--- src/rtl/mp_cache_line_adapter_pkg.sv ---
// -----------------------------------------------------------------------------
// mp_cache_types
// Shared widths, state encoding and small helpers for the cache line adapter.
// The cache controller and the data array also use line_t, so the line width
// is defined once here.
// -----------------------------------------------------------------------------
package mp_cache_types;

  localparam int LINE_WIDTH     = 256;
  localparam int BEAT_WIDTH     = 64;
  localparam int ADDR_WIDTH     = 32;
  localparam int BEATS          = LINE_WIDTH / BEAT_WIDTH;
  localparam int OFFSET_BITS    = $clog2(LINE_WIDTH / 8);
  localparam int CNT_WIDTH      = $clog2(BEATS);
  localparam int BEAT_SHIFT     = $clog2(BEAT_WIDTH);
  localparam int LINE_IDX_WIDTH = $clog2(LINE_WIDTH);

  localparam logic [CNT_WIDTH-1:0] CNT_ONE  = CNT_WIDTH'(1);
  localparam logic [CNT_WIDTH-1:0] CNT_LAST = CNT_WIDTH'(BEATS - 1);

  typedef logic [LINE_WIDTH-1:0] line_t;
  typedef logic [BEAT_WIDTH-1:0] beat_t;
  typedef logic [ADDR_WIDTH-1:0] addr_t;

  typedef enum logic [2:0] {
    IDLE     = 3'd0,
    RD_REQ   = 3'd1,
    RD_DATA  = 3'd2,
    WR_BURST = 3'd3,
    RESP     = 3'd4
  } adapter_state_t;

  // Bit offset of beat 'idx' inside a line; beat 0 is the least significant.
  function automatic logic [LINE_IDX_WIDTH-1:0] beat_base(input logic [CNT_WIDTH-1:0] idx);
    beat_base = {idx, {BEAT_SHIFT{1'b0}}};
  endfunction

  // Clear the line-offset bits so the burst always starts on a line boundary.
  function automatic addr_t line_align(input addr_t addr);
    line_align = {addr[ADDR_WIDTH-1:OFFSET_BITS], {OFFSET_BITS{1'b0}}};
  endfunction

endpackage

--- src/rtl/mp_cache_line_adapter.sv ---
// -----------------------------------------------------------------------------
// mp_cache_line_adapter
// Bridges the cache's 256-bit line port (dfp_*) and the 64-bit, 4-beat burst
// memory port (bmem_*). Fills assemble four read beats into one line;
// writebacks split a latched line into four write beats. One transaction at
// a time.
//
// Ports
//   clk, rst_n    : clock, synchronous active-low reset
//   dfp_addr      : line address from the cache (offset bits ignored)
//   dfp_read      : fill request, held until dfp_resp
//   dfp_write     : writeback request, held until dfp_resp (wins over read)
//   dfp_wdata     : writeback line, captured when the request is accepted
//   dfp_rdata     : assembled fill line, stable from dfp_resp to next request
//   dfp_resp      : one-cycle completion pulse
//   bmem_addr     : line-aligned burst address
//   bmem_read     : burst read request
//   bmem_write    : write beat valid
//   bmem_wdata    : current write beat (beat 0 = line bits [63:0])
//   bmem_ready    : memory accepts the read request / write beat this cycle
//   bmem_raddr    : tag of a returning beat (unused, one transaction only)
//   bmem_rdata    : read beat data
//   bmem_rvalid   : read beat valid
//
// All outputs come straight from flops: the control outputs are precomputed
// from the next state so their timing matches a state-decoded Moore output.
// -----------------------------------------------------------------------------
module mp_cache_line_adapter
  import mp_cache_types::*;
(
  input  logic                  clk,
  input  logic                  rst_n,
  input  logic [ADDR_WIDTH-1:0] dfp_addr,
  input  logic                  dfp_read,
  input  logic                  dfp_write,
  input  logic [LINE_WIDTH-1:0] dfp_wdata,
  output logic [LINE_WIDTH-1:0] dfp_rdata,
  output logic                  dfp_resp,
  output logic [ADDR_WIDTH-1:0] bmem_addr,
  output logic                  bmem_read,
  output logic                  bmem_write,
  output logic [BEAT_WIDTH-1:0] bmem_wdata,
  input  logic                  bmem_ready,
  input  logic [ADDR_WIDTH-1:0] bmem_raddr,
  input  logic [BEAT_WIDTH-1:0] bmem_rdata,
  input  logic                  bmem_rvalid
);

  adapter_state_t        state_r;
  adapter_state_t        state_next_s;
  logic [CNT_WIDTH-1:0]  cnt_r;
  logic [CNT_WIDTH-1:0]  cnt_next_s;
  addr_t                 addr_r;
  addr_t                 addr_next_s;
  line_t                 line_r;
  line_t                 line_next_s;

  logic                  bmem_read_r;
  logic                  bmem_read_next_s;
  logic                  bmem_write_r;
  logic                  bmem_write_next_s;
  beat_t                 bmem_wdata_r;
  beat_t                 bmem_wdata_next_s;
  logic                  dfp_resp_r;
  logic                  dfp_resp_next_s;

  // Only one burst is ever in flight, so the returning tag and the line
  // offset bits carry no information.
  logic                  unused_bits_s;
  assign unused_bits_s = ^{bmem_raddr, dfp_addr[OFFSET_BITS-1:0]};

  // State register.
  always_ff @(posedge clk) begin
    if (!rst_n) begin
      state_r <= IDLE;
    end else begin
      state_r <= state_next_s;
    end
  end

  // Datapath and output registers.
  always_ff @(posedge clk) begin
    if (!rst_n) begin
      cnt_r        <= '0;
      addr_r       <= '0;
      line_r       <= '0;
      bmem_read_r  <= 1'b0;
      bmem_write_r <= 1'b0;
      bmem_wdata_r <= '0;
      dfp_resp_r   <= 1'b0;
    end else begin
      cnt_r        <= cnt_next_s;
      addr_r       <= addr_next_s;
      line_r       <= line_next_s;
      bmem_read_r  <= bmem_read_next_s;
      bmem_write_r <= bmem_write_next_s;
      bmem_wdata_r <= bmem_wdata_next_s;
      dfp_resp_r   <= dfp_resp_next_s;
    end
  end

  // Next-state, beat counter, address latch and line buffer update.
  always_comb begin
    state_next_s = state_r;
    cnt_next_s   = cnt_r;
    addr_next_s  = addr_r;
    line_next_s  = line_r;

    case (state_r)
      IDLE: begin
        // Write takes priority when both requests are raised together.
        if (dfp_write) begin
          addr_next_s  = line_align(dfp_addr);
          line_next_s  = dfp_wdata;
          cnt_next_s   = '0;
          state_next_s = WR_BURST;
        end else if (dfp_read) begin
          addr_next_s  = line_align(dfp_addr);
          cnt_next_s   = '0;
          state_next_s = RD_REQ;
        end else begin
          state_next_s = IDLE;
        end
      end

      RD_REQ: begin
        if (bmem_ready) begin
          state_next_s = RD_DATA;
        end else begin
          state_next_s = RD_REQ;
        end
      end

      RD_DATA: begin
        // Beats may arrive with gaps; only valid cycles advance the counter.
        if (bmem_rvalid) begin
          line_next_s[beat_base(cnt_r) +: BEAT_WIDTH] = bmem_rdata;
          cnt_next_s = cnt_r + CNT_ONE;
          if (cnt_r == CNT_LAST) begin
            state_next_s = RESP;
          end else begin
            state_next_s = RD_DATA;
          end
        end else begin
          state_next_s = RD_DATA;
        end
      end

      WR_BURST: begin
        // A stalled beat keeps both the counter and the address unchanged.
        if (bmem_ready) begin
          cnt_next_s = cnt_r + CNT_ONE;
          if (cnt_r == CNT_LAST) begin
            state_next_s = RESP;
          end else begin
            state_next_s = WR_BURST;
          end
        end else begin
          state_next_s = WR_BURST;
        end
      end

      RESP: begin
        state_next_s = IDLE;
      end

      default: begin
        state_next_s = IDLE;
        cnt_next_s   = '0;
      end
    endcase
  end

  // Output values for the next cycle, decoded from the next state.
  always_comb begin
    bmem_read_next_s  = 1'b0;
    bmem_write_next_s = 1'b0;
    bmem_wdata_next_s = '0;
    dfp_resp_next_s   = 1'b0;

    case (state_next_s)
      RD_REQ: begin
        bmem_read_next_s = 1'b1;
      end
      WR_BURST: begin
        bmem_write_next_s = 1'b1;
        bmem_wdata_next_s = line_next_s[beat_base(cnt_next_s) +: BEAT_WIDTH];
      end
      RESP: begin
        dfp_resp_next_s = 1'b1;
      end
      default: begin
        bmem_read_next_s = 1'b0;
      end
    endcase
  end

  assign dfp_rdata  = line_r;
  assign dfp_resp   = dfp_resp_r;
  assign bmem_addr  = addr_r;
  assign bmem_read  = bmem_read_r;
  assign bmem_write = bmem_write_r;
  assign bmem_wdata = bmem_wdata_r;

endmodule

--- config.mk ---
export PLATFORM = sky130hd
export DESIGN_NAME = mp_cache_line_adapter
export DESIGN_NICKNAME = d
export VERILOG_FILES = /design/src/rtl/mp_cache_line_adapter_pkg.sv /design/src/rtl/mp_cache_line_adapter.sv
export SDC_FILE = /design/constraint.sdc
export NUM_CORES = 1
export LEC_CHECK = 0
export ABC_AREA = 1
export CELL_PAD_IN_SITES_DETAIL_PLACEMENT = 0
export CELL_PAD_IN_SITES_GLOBAL_PLACEMENT = 1
export CORE_AREA = 4 4 291 293
export CTS_BUF_LIST = sky130_fd_sc_hd__clkbuf_8
export DETAILED_ROUTE_END_ITERATION = 16
export DIE_AREA = 0 0 295 297
export PLACE_DENSITY_LB_ADDON = 0.1
export SYNTH_ARGS = -nofsm -noshare
export SYNTH_HDL_FRONTEND = slang
export SYNTH_SLANG_ARGS = --single-unit
--- constraint.sdc ---
create_clock -name clk -period 4.4 [get_ports clk]
set_clock_uncertainty 0.2 [all_clocks]
set_input_delay 0.88 -clock clk [delete_from_list [all_inputs] [get_ports clk]]
set_output_delay 0.88 -clock clk [all_outputs]
set_load 0.03 [all_outputs]
---- Yosys cells after proc, flatten, opt, wreduce, memory -nomap -nowiden ----
Index checks and enable logic that the tools add are counted.
word-level totals
  bits in registers ....................... 360
  input bits .............................. 390
  output and inout port bits .............. 355
  word-level logic and storage cells ...... 48
cells by class
  add/subtract/negate cells ............... 2
  equal/unequal tests ..................... 8
  shift operators ......................... 3
  mux-type cells .......................... 22
  reductions and logical operators ........ 5
operators by type and width
  cell                       count
  $mux 256                   2
  $pmux 256 s2               1
  $bwmux 256                 1
  $shift 64x10->256 const A  1
  $shiftx 256x9->64          1
  $shiftx 64x10->256         1
  $mux 32                    2
  $mux 2                     6
  $mux 3                     4
  $pmux 3 s4                 1
  $neg 8->10                 1
  $eq 3x2->1 const B         3
  $pmux 2 s4                 1
  $eq 3x1->1 const B         2
  $eq 3x3->1 const B         2
  $mux 1                     4
  $reduce_and 2->1           2
  $logic_not 3->1            1
  $add 2x1->2 const B        1
  $eq 2x2->1 const B         1
  $reduce_bool 2->1          1
  $reduce_or 2->1            1

---- Longest topological paths before layout ----
Gate-level depths: netlist of the first run.
  depth in word-level cells ............... 6
  gate-level depth with buffers ........... 14

---- Least setup slack after synthesis of the first run ----
No wires, ideal clock.
  path kind ............................... input to register
  start point ............................. input port dfp_write
  end point ............................... register bmem_wdata_r[10], in the netlist bmem_wdata[10]
  data arrival time ....................... 2.030 ns
  slack ................................... 2.037 ns
  stages on the path ...................... 11
  path through ............................ clkbuf_1 -> inv_1 -> nand2_1 -> nand3_1 -> clkbuf_1 -> nand2_1 -> nand3_1 -> nand2_1 -> nand2_1 -> nand2_1 -> a21oi_1
between the ends
  word-level cells in the longest chain between the ends .. 4
  elaborated cells on any way between the ends .. 9
  classes of those cells .................. 1 x eq/ne; 1 x shift; 6 x mux; 1 x reduce/logical
RTL lines
  element                                                    RTL line                     RTL
  start: declaration                                         mp_cache_line_adapter.sv:35  input logic dfp_write,
  branches (longest 4 deep; another with $shiftx 256x9->64)  -
  end signal: assignment                                     mp_cache_line_adapter.sv:97  bmem_wdata_r <= bmem_wdata_next_s;
  end: declaration                                           mp_cache_line_adapter.sv:62  beat_t bmem_wdata_r;
Parallel ways; which one is timed is not known.
A chain may end at the register's enable or synchronous reset.

---- Final worst setup path of the first run ----
  start point ............................. register cnt_r[0]
  end point ............................... register bmem_wdata_r[14], in the netlist bmem_wdata[14]
between the ends
  word-level cells in the longest chain between the ends .. 6
  elaborated cells on any way between the ends .. 21
  classes of those cells .................. 2 x add/sub; 2 x eq/ne; 3 x shift; 13 x mux; 1 x reduce/logical
RTL lines
  element                                                       RTL line                                                                                  RTL
  start: declaration                                            mp_cache_line_adapter.sv:51                                                               logic [CNT_WIDTH-1:0] cnt_r;
  start signal: assignment                                      mp_cache_line_adapter.sv:92                                                               cnt_r <= cnt_next_s;
  $neg 8->10 / $eq 2x2->1 (equally long branches)               mp_cache_line_adapter.sv:137, mp_cache_line_adapter.sv:139, mp_cache_line_adapter.sv:153
  $shiftx 64x10->256 (tied with other cells)                    mp_cache_line_adapter.sv:137                                                              line_next_s[beat_base(cnt_r) +: BEAT_WIDTH] = bmem_rdata;
  $bwmux 256 (tied with other cells)                            mp_cache_line_adapter.sv:137
  $mux 256 / $pmux 3 s4 (equally long branches)                 mp_cache_line_adapter.sv:136, mp_cache_line_adapter.sv:109
  $pmux 256 s2 / $eq 3x2->1 (equally long branches)             mp_cache_line_adapter.sv:109, mp_cache_line_adapter.sv:181
  $shiftx 256x9->64 / $reduce_and 2->1 (equally long branches)  -
Parallel ways exist; a longest one is shown, timed or not.

==> results.py, run 1 <==
metrics = {
    "global_route": {
        "grt_antenna_before_repair": 24,
        "grt_overflow": 0,
        "first_global_vias": 22400,
        "grt_max_degree": 120,
        "grt_pass1_wl_mm": 155,
        "track_usage_pct": 23.8,
    },
    "sta": {
        "fin_ws_ns": 1.07,
        "finalCritPeriodShare_pct": 75.7,
        "period_needed_ns": 3.33,
        "maxSlewHeadroom_pct": 28.6,
        "drv_slew": 0,
        "setup_viol": 0,
        "fin_tns_setup_ns": 0,
        "fmax_ghz": 0.300,
        "whs_ns": 0.241,
        "worst_pin_slew_ns": 1.07,
        "rsz0062_at_grt": "no",
        "hold_violations": 0,
    },
    "power_and_ir_drop": {
        "total_power_mw": 11.8,
        "power_density_nw_per_um2": 419,
        "peakVddDrop_mv": 0.186,
        "p_leak_nw": 12.7,
    },
    "route": {
        "wl_per_cell_um": 22.7,
        "postRouteAntennaNets": 0,
        "via_per_inst": 4.67,
        "first_pass_iters": 5,
        "vias": 22200,
        "totalWireLength_mm": 108,
        "drt_iter0_markers": 1432,
        "drc": 0,
    },
    "critical_path": {
        "cp_data_required_time_ns": 4.76,
        "path_buf_inv": 2,
        "end_kind": "flop",
        "cpLargestDelayFamily": "simple AND/OR/NAND/NOR gates",
        "critPathKind": "flop to flop",
        "crit_path_max_incr_delay_ns": 0.65,
        "critical-path-slowest-cell": "dfxtp_4",
        "crit_path_max_fanout": 32,
        "critPathArrivalTime_ns": 3.69,
        "critical_path.startpoint_type": "flop",
        "crit_chain": "inv_1 > ha_1 > nand3_1 > nor2_4 > buf_12 > nand3_1 > nand3_1 > nand2_1 > nand2_1 > nand2_1 > a21oi_2",
    },
    "clock_tree": {
        "cts_sinks": 355,
        "hold_buffers": 0,
        "cts_root_buf": "clkbuf_8",
        "path_clk_slew_ns": 0.06,
        "post_cts_buffers": 0,
        "htree_levels": 3,
        "cts_resized": 0,
        "clock_latency_ns": 0.66,
        "clockBufferDepth": 3,
        "numCtsBuffers": 74,
        "cts_tree": "yes",
    },
    "placement": {
        "hpwl_mm": 72.4,
        "gp_congestion": 0.847,
        "preCtsSetupSlack_ns": 0.585,
        "numPortBuffers": 702,
    },
    "run": {
        "drv_cap": 0,
    },
    "synth": {
        "synthCells": 3001,
        "async_flop_share_pct": 0,
        "synth_cell_type_count": 29,
        "netlist_area_sq_um": 18400,
        "synth_flop_cell": "dfxtp_1",
        "synth_area_leaders": "dfxtp_1 39%, nand2_1 28%, nand3_1 12%, inv_1 4.9%, buf_2 3.1%",
        "yosys.area.top_type": "dfxtp_1",
        "yosys_warnings": 0,
        "synth_edf_count": 0,
        "seq_area_frac_synth_pct": 38.5,
        "yosysTopAreaCellShare_pct": 38.5,
        "ys_ff_latch": 355,
        "avgSynthCellArea_sq_um": 6.14,
        "synth_common_cells": "1376 x nand2_1, 456 x nand3_1, 355 x dfxtp_1, 239 x inv_1, 146 x nor2_1",
        "synth.most_common_cell": "nand2_1",
    },
    "run_status": {
        "outcome": "finished, final reports clean",
    },
    "die": {
        "dieHeight_um": 297,
        "row_count": 105,
        "ios": 745,
        "die_w_um": 295,
        "floorplan.initialDensity_pct": 22.5,
        "die_area_sq_um": 87600,
        "core_sq_um": 81800,
    },
    "cells_and_area": {
        "post-route-util_pct": 34.4,
        "multi_input_area_sq_um": 9510,
        "register_area_sq_um": 7110,
        "area.growth.synth_to_final_pct": 52.6,
        "n_fill_cell": 8957,
        "nets": 4012,
        "final_layout_size_suffix_gt1_share_pct": 6.32,
    },
    "hold_path": {
        "hold_class": "flop to flop",
    },
}
[sequential cells by signal, indices dropped and copies added, names as in the netlist]
register	cells
cnt_r	2
bmem_addr	27
state_r	3
bmem_wdata	64
bmem_write	1
dfp_resp	1
bmem_read	1
dfp_rdata	256
[tightest hold or removal path, cell delays in order, from the launching register on]
cell	delay (ns)
dfxtp_1	0.30
inv_1	0.04
a21oi_1	0.05
[cell families after synthesis]
| family | after synthesis | synth area share, % |
|---|---|---|
| AND/OR/NAND/NOR | 1991 | 43.8 |
| buffers and inverters | 457 | 10.6 |
| flip-flops | 355 | 38.5 |
| AO/OA/AOI/OAI | 192 | 6.70 |
| adder cells (fa/ha/maj) | 5 | 0.339 |
| other | 1 | 0.0203 |
[through the flow]
step | instance area [sq um] | std cells
global placement | 26500 | 4611
floorplan | 18500 | 3005
finish | 28100 | 4755
detailed placement | 26500 | 4611
global route | 28100 | 4750
CTS | 28100 | 4739
[cells in the final DEF (no fill, tap or decap), drive strengths merged]
| cell type | instances |
|---|---|
| clkbuf | 102 |
| bufinv | 1 |
| buf | 45 |
| o21ai | 32 |
| a31oi | 64 |
| nand3 | 457 |
| clkdlybuf4s50 | 701 |
| a21oi | 93 |
| diode | 16 |
| nor3 | 3 |
| nor2 | 150 |
| dfxtp | 355 |
| inv | 262 |
| o21a | 1 |
| o211ai | 1 |
| a21boi | 1 |
| nand2 | 1377 |
| clkinv | 10 |
| nand4 | 4 |
| ha | 5 |
| conb | 5 |
[final timing paths]
check / from / end / slack [ns] / cells after the start
max reg2reg: cnt_r[0] / bmem_wdata[14] / 1.07 / 11
min: bmem_addr[25] / bmem_addr[25] / 0.24 / 2
max: cnt_r[0] / bmem_wdata[14] / 1.07 / 11
min reg2reg: bmem_addr[25] / bmem_addr[25] / 0.24 / 2
[power by group]
part | internal (mW) | total (mW) | leakage [nW] | switching (mW)
registers | 3.55 | 3.76 | 2.90 | 0.206
logic | 1.45 | 4.29 | 8.90 | 2.84
clock network | 2.11 | 3.76 | 0.872 | 1.64
[cell type report]
class	count	area share [%]
diodes	16	0.142
clock buffers	102	4.99
well taps	1070	4.76
clock inverters	26	0.542
flip-flops and latches	355	25.3
multi-input cells	2193	33.8
repair buffers	746	27.2
inverters	247	3.34
[per-layer routing]
layer,track usage [%],vias up,share of wire [%]
met3,5.69,165,7.2
li1,-,10700,-
met1,28.9,10500,41
met4,8.50,12,2.9
met5,0,-,0.075
met2,40.7,833,48
(Power assumes the default switching activity.)
==> run 2, diff against run 1 <==
==> constraint.sdc (replaced) <==
create_clock -name clk -period 3 [get_ports clk]
set_clock_uncertainty 0.2 [all_clocks]
set_input_delay 0.6 -clock clk [delete_from_list [all_inputs] [get_ports clk]]
set_output_delay 0.6 -clock clk [all_outputs]
set_load 0.03 [all_outputs]
==> run 2 against run 1 <==
Register-to-register slack worse by 0.75 ns. Critical path depth rose by 3. Via count is 0.50% lower. Count of clock-buffer cells in the layout down 5. Non-clock buffer count rose by 59. Wire length decreased by 0.27%. Hold slack worse by 0.13 ns. Flip-flop and latch count did not move. Setup slack lost 0.75 ns. Critical path type unchanged. Critical endpoint is now bmem_wdata[54].
==> results.py, run 2 (same netlist as run 1, synthesis figures left out) <==
metrics = {
    "placement": {
        "gp_congestion": 0.835,
        "hpwl_mm": 75.5,
        "numPlacedInstances": 4670,
        "place_area_sq_um": 27400,
        "numPortBuffers": 702,
    },
    "cells_and_area": {
        "final_layout_size_suffix_gt1_share_pct": 7.66,
        "final_common_cell": "nand2_1",
        "area.growth.synth_to_final_pct": 57.0,
        "largest_reg_flops": 256,
        "post-route-util_pct": 35.4,
        "nets": 4073,
        "post-route-cell-area_sq_um": 29000,
        "layout_common_cells": "1371 x nand2_1, 701 x clkdlybuf4s50_1, 454 x nand3_1, 354 x dfxtp_1, 266 x inv_1",
        "fin_cells": 4815,
    },
    "die": {
        "row_count": 105,
        "core_sq_um": 81800,
        "die_area_sq_um": 87600,
        "floorplan.initialDensity_pct": 22.5,
        "die_w_um": 295,
        "ios": 745,
        "dieHeight_um": 297,
    },
    "sta": {
        "maxSlewHeadroom_pct": 42.7,
        "setup_viol": 0,
        "worst_pin_slew_ns": 0.859,
        "fmax_ghz": 0.373,
        "finalCritPeriodShare_pct": 89.3,
        "drv_slew": 0,
        "rsz0062_at_grt": "no",
        "period_needed_ns": 2.68,
        "fin_tns_setup_ns": 0,
        "hold_violations": 0,
    },
    "run_status": {
        "outcome": "finished, final reports clean",
    },
    "critical_path": {
        "critical-path-slowest-cell": "buf_4",
        "critPathArrivalTime_ns": 3.02,
        "critical_path.startpoint_type": "flop",
        "crit_top_cell": "nand2_1",
        "r2r_slack_ns": 0.32,
        "crit_chain": "inv_1 > ha_1 > inv_1 > nor2_1 > buf_4 > clkinv_2 > buf_4 > nor2_1 > nand2_1 > nand3_1 > nand2_1 > nand2_1 > nand2_1 > a21oi_2",
        "crit_path_max_incr_delay_ns": 0.42,
        "critPathKind": "flop to flop",
        "crit_path_max_fanout": 27,
        "end_kind": "flop",
        "cp_data_required_time_ns": 3.34,
    },
    "power_and_ir_drop": {
        "peakVddDrop_mv": 0.279,
        "power_density_nw_per_um2": 611,
        "total_power_mw": 17.7,
        "p_leak_nw": 13.1,
    },
    "clock_tree": {
        "path_clk_slew_ns": 0.07,
        "cts_resized": 0,
        "clock_latency_ns": 0.65,
        "hold_buffers": 0,
        "post_cts_buffers": 0,
        "cts_root_buf": "clkbuf_8",
        "clockBufferDepth": 3,
        "cts_tree": "yes",
        "cts_sinks": 355,
        "numCtsBuffers": 76,
        "htree_levels": 3,
    },
    "hold_path": {
        "hold_class": "input port to flop",
    },
    "route": {
        "drc": 0,
        "postRouteAntennaNets": 0,
        "vias": 22100,
        "drt_iter0_markers": 1427,
        "wl_per_cell_um": 22.4,
        "via_per_inst": 4.59,
        "first_pass_iters": 5,
        "totalWireLength_mm": 108,
    },
    "global_route": {
        "grt_pass1_wl_mm": 155,
        "first_global_vias": 22400,
        "track_usage_pct": 23.7,
        "grt_overflow": 0,
        "grt_max_degree": 145,
        "grt_antenna_before_repair": 16,
    },
    "run": {
        "drv_cap": 0,
    },
}
==> run 2: final timing paths <==
| path | depth (start not counted) | from | endpoint |
|---|---|---|---|
| max | 14 | cnt_r[1] | bmem_wdata[54] |
| min | 3 | rst_n | dfp_rdata[134] |
| max reg2reg | 14 | cnt_r[1] | bmem_wdata[54] |
| min reg2reg | 2 | bmem_addr[5] | bmem_addr[5] |
==> run 2: worst max-delay path: cells and delay by family, from the launching register on <==
kind            cells  cell delay, ns
simple gates        7            0.60
buf+inv             5            0.90
fa+ha+maj           1            0.38
compound gates      1            0.05
flops               1            0.39
==> run 2: power breakdown <==
| group | total (mW) | switching [mW] | internal, mW |
|---|---|---|---|
| combinational | 6.69 | 4.24 | 2.45 |
| sequential | 5.49 | 0.278 | 5.21 |
| clock | 5.50 | 2.44 | 3.07 |
==> run 2: per-stage QoR <==
stage | hold slack, ns | setup slack, ns
after floorplan | 0.369 | 0.770
after global placement | 0.232 | 0.0181
after detailed placement | 0.238 | -0.0168
after CTS | 0.0415 | 0.220
after global routing | 0.0750 | 0.0720
final | 0.106 | 0.321
==> run 2: per-layer routing <==
metal / share of wire, % / routed length (um) / up-vias / GRT usage (%)
li1: - / - / 10800 / -
met1: 41 / 44400 / 10400 / 28.6
met2: 48 / 52100 / 763 / 41.4
met3: 7.5 / 8090 / 166 / 6.14
met4: 2.7 / 2920 / 12 / 7.07
met5: 0.071 / 76 / - / 0
==> run 2: layout make-up <==
cell class              count  area, sq um
diodes                     10         25.0
clock buffers              97         1340
clock inverters            38          219
fillers                  8929        52900
inverters                 247          941
multi-input cells        2193         9510
flip-flops and latches    355         7110
well taps                1070         1340
repair buffers            805         8480
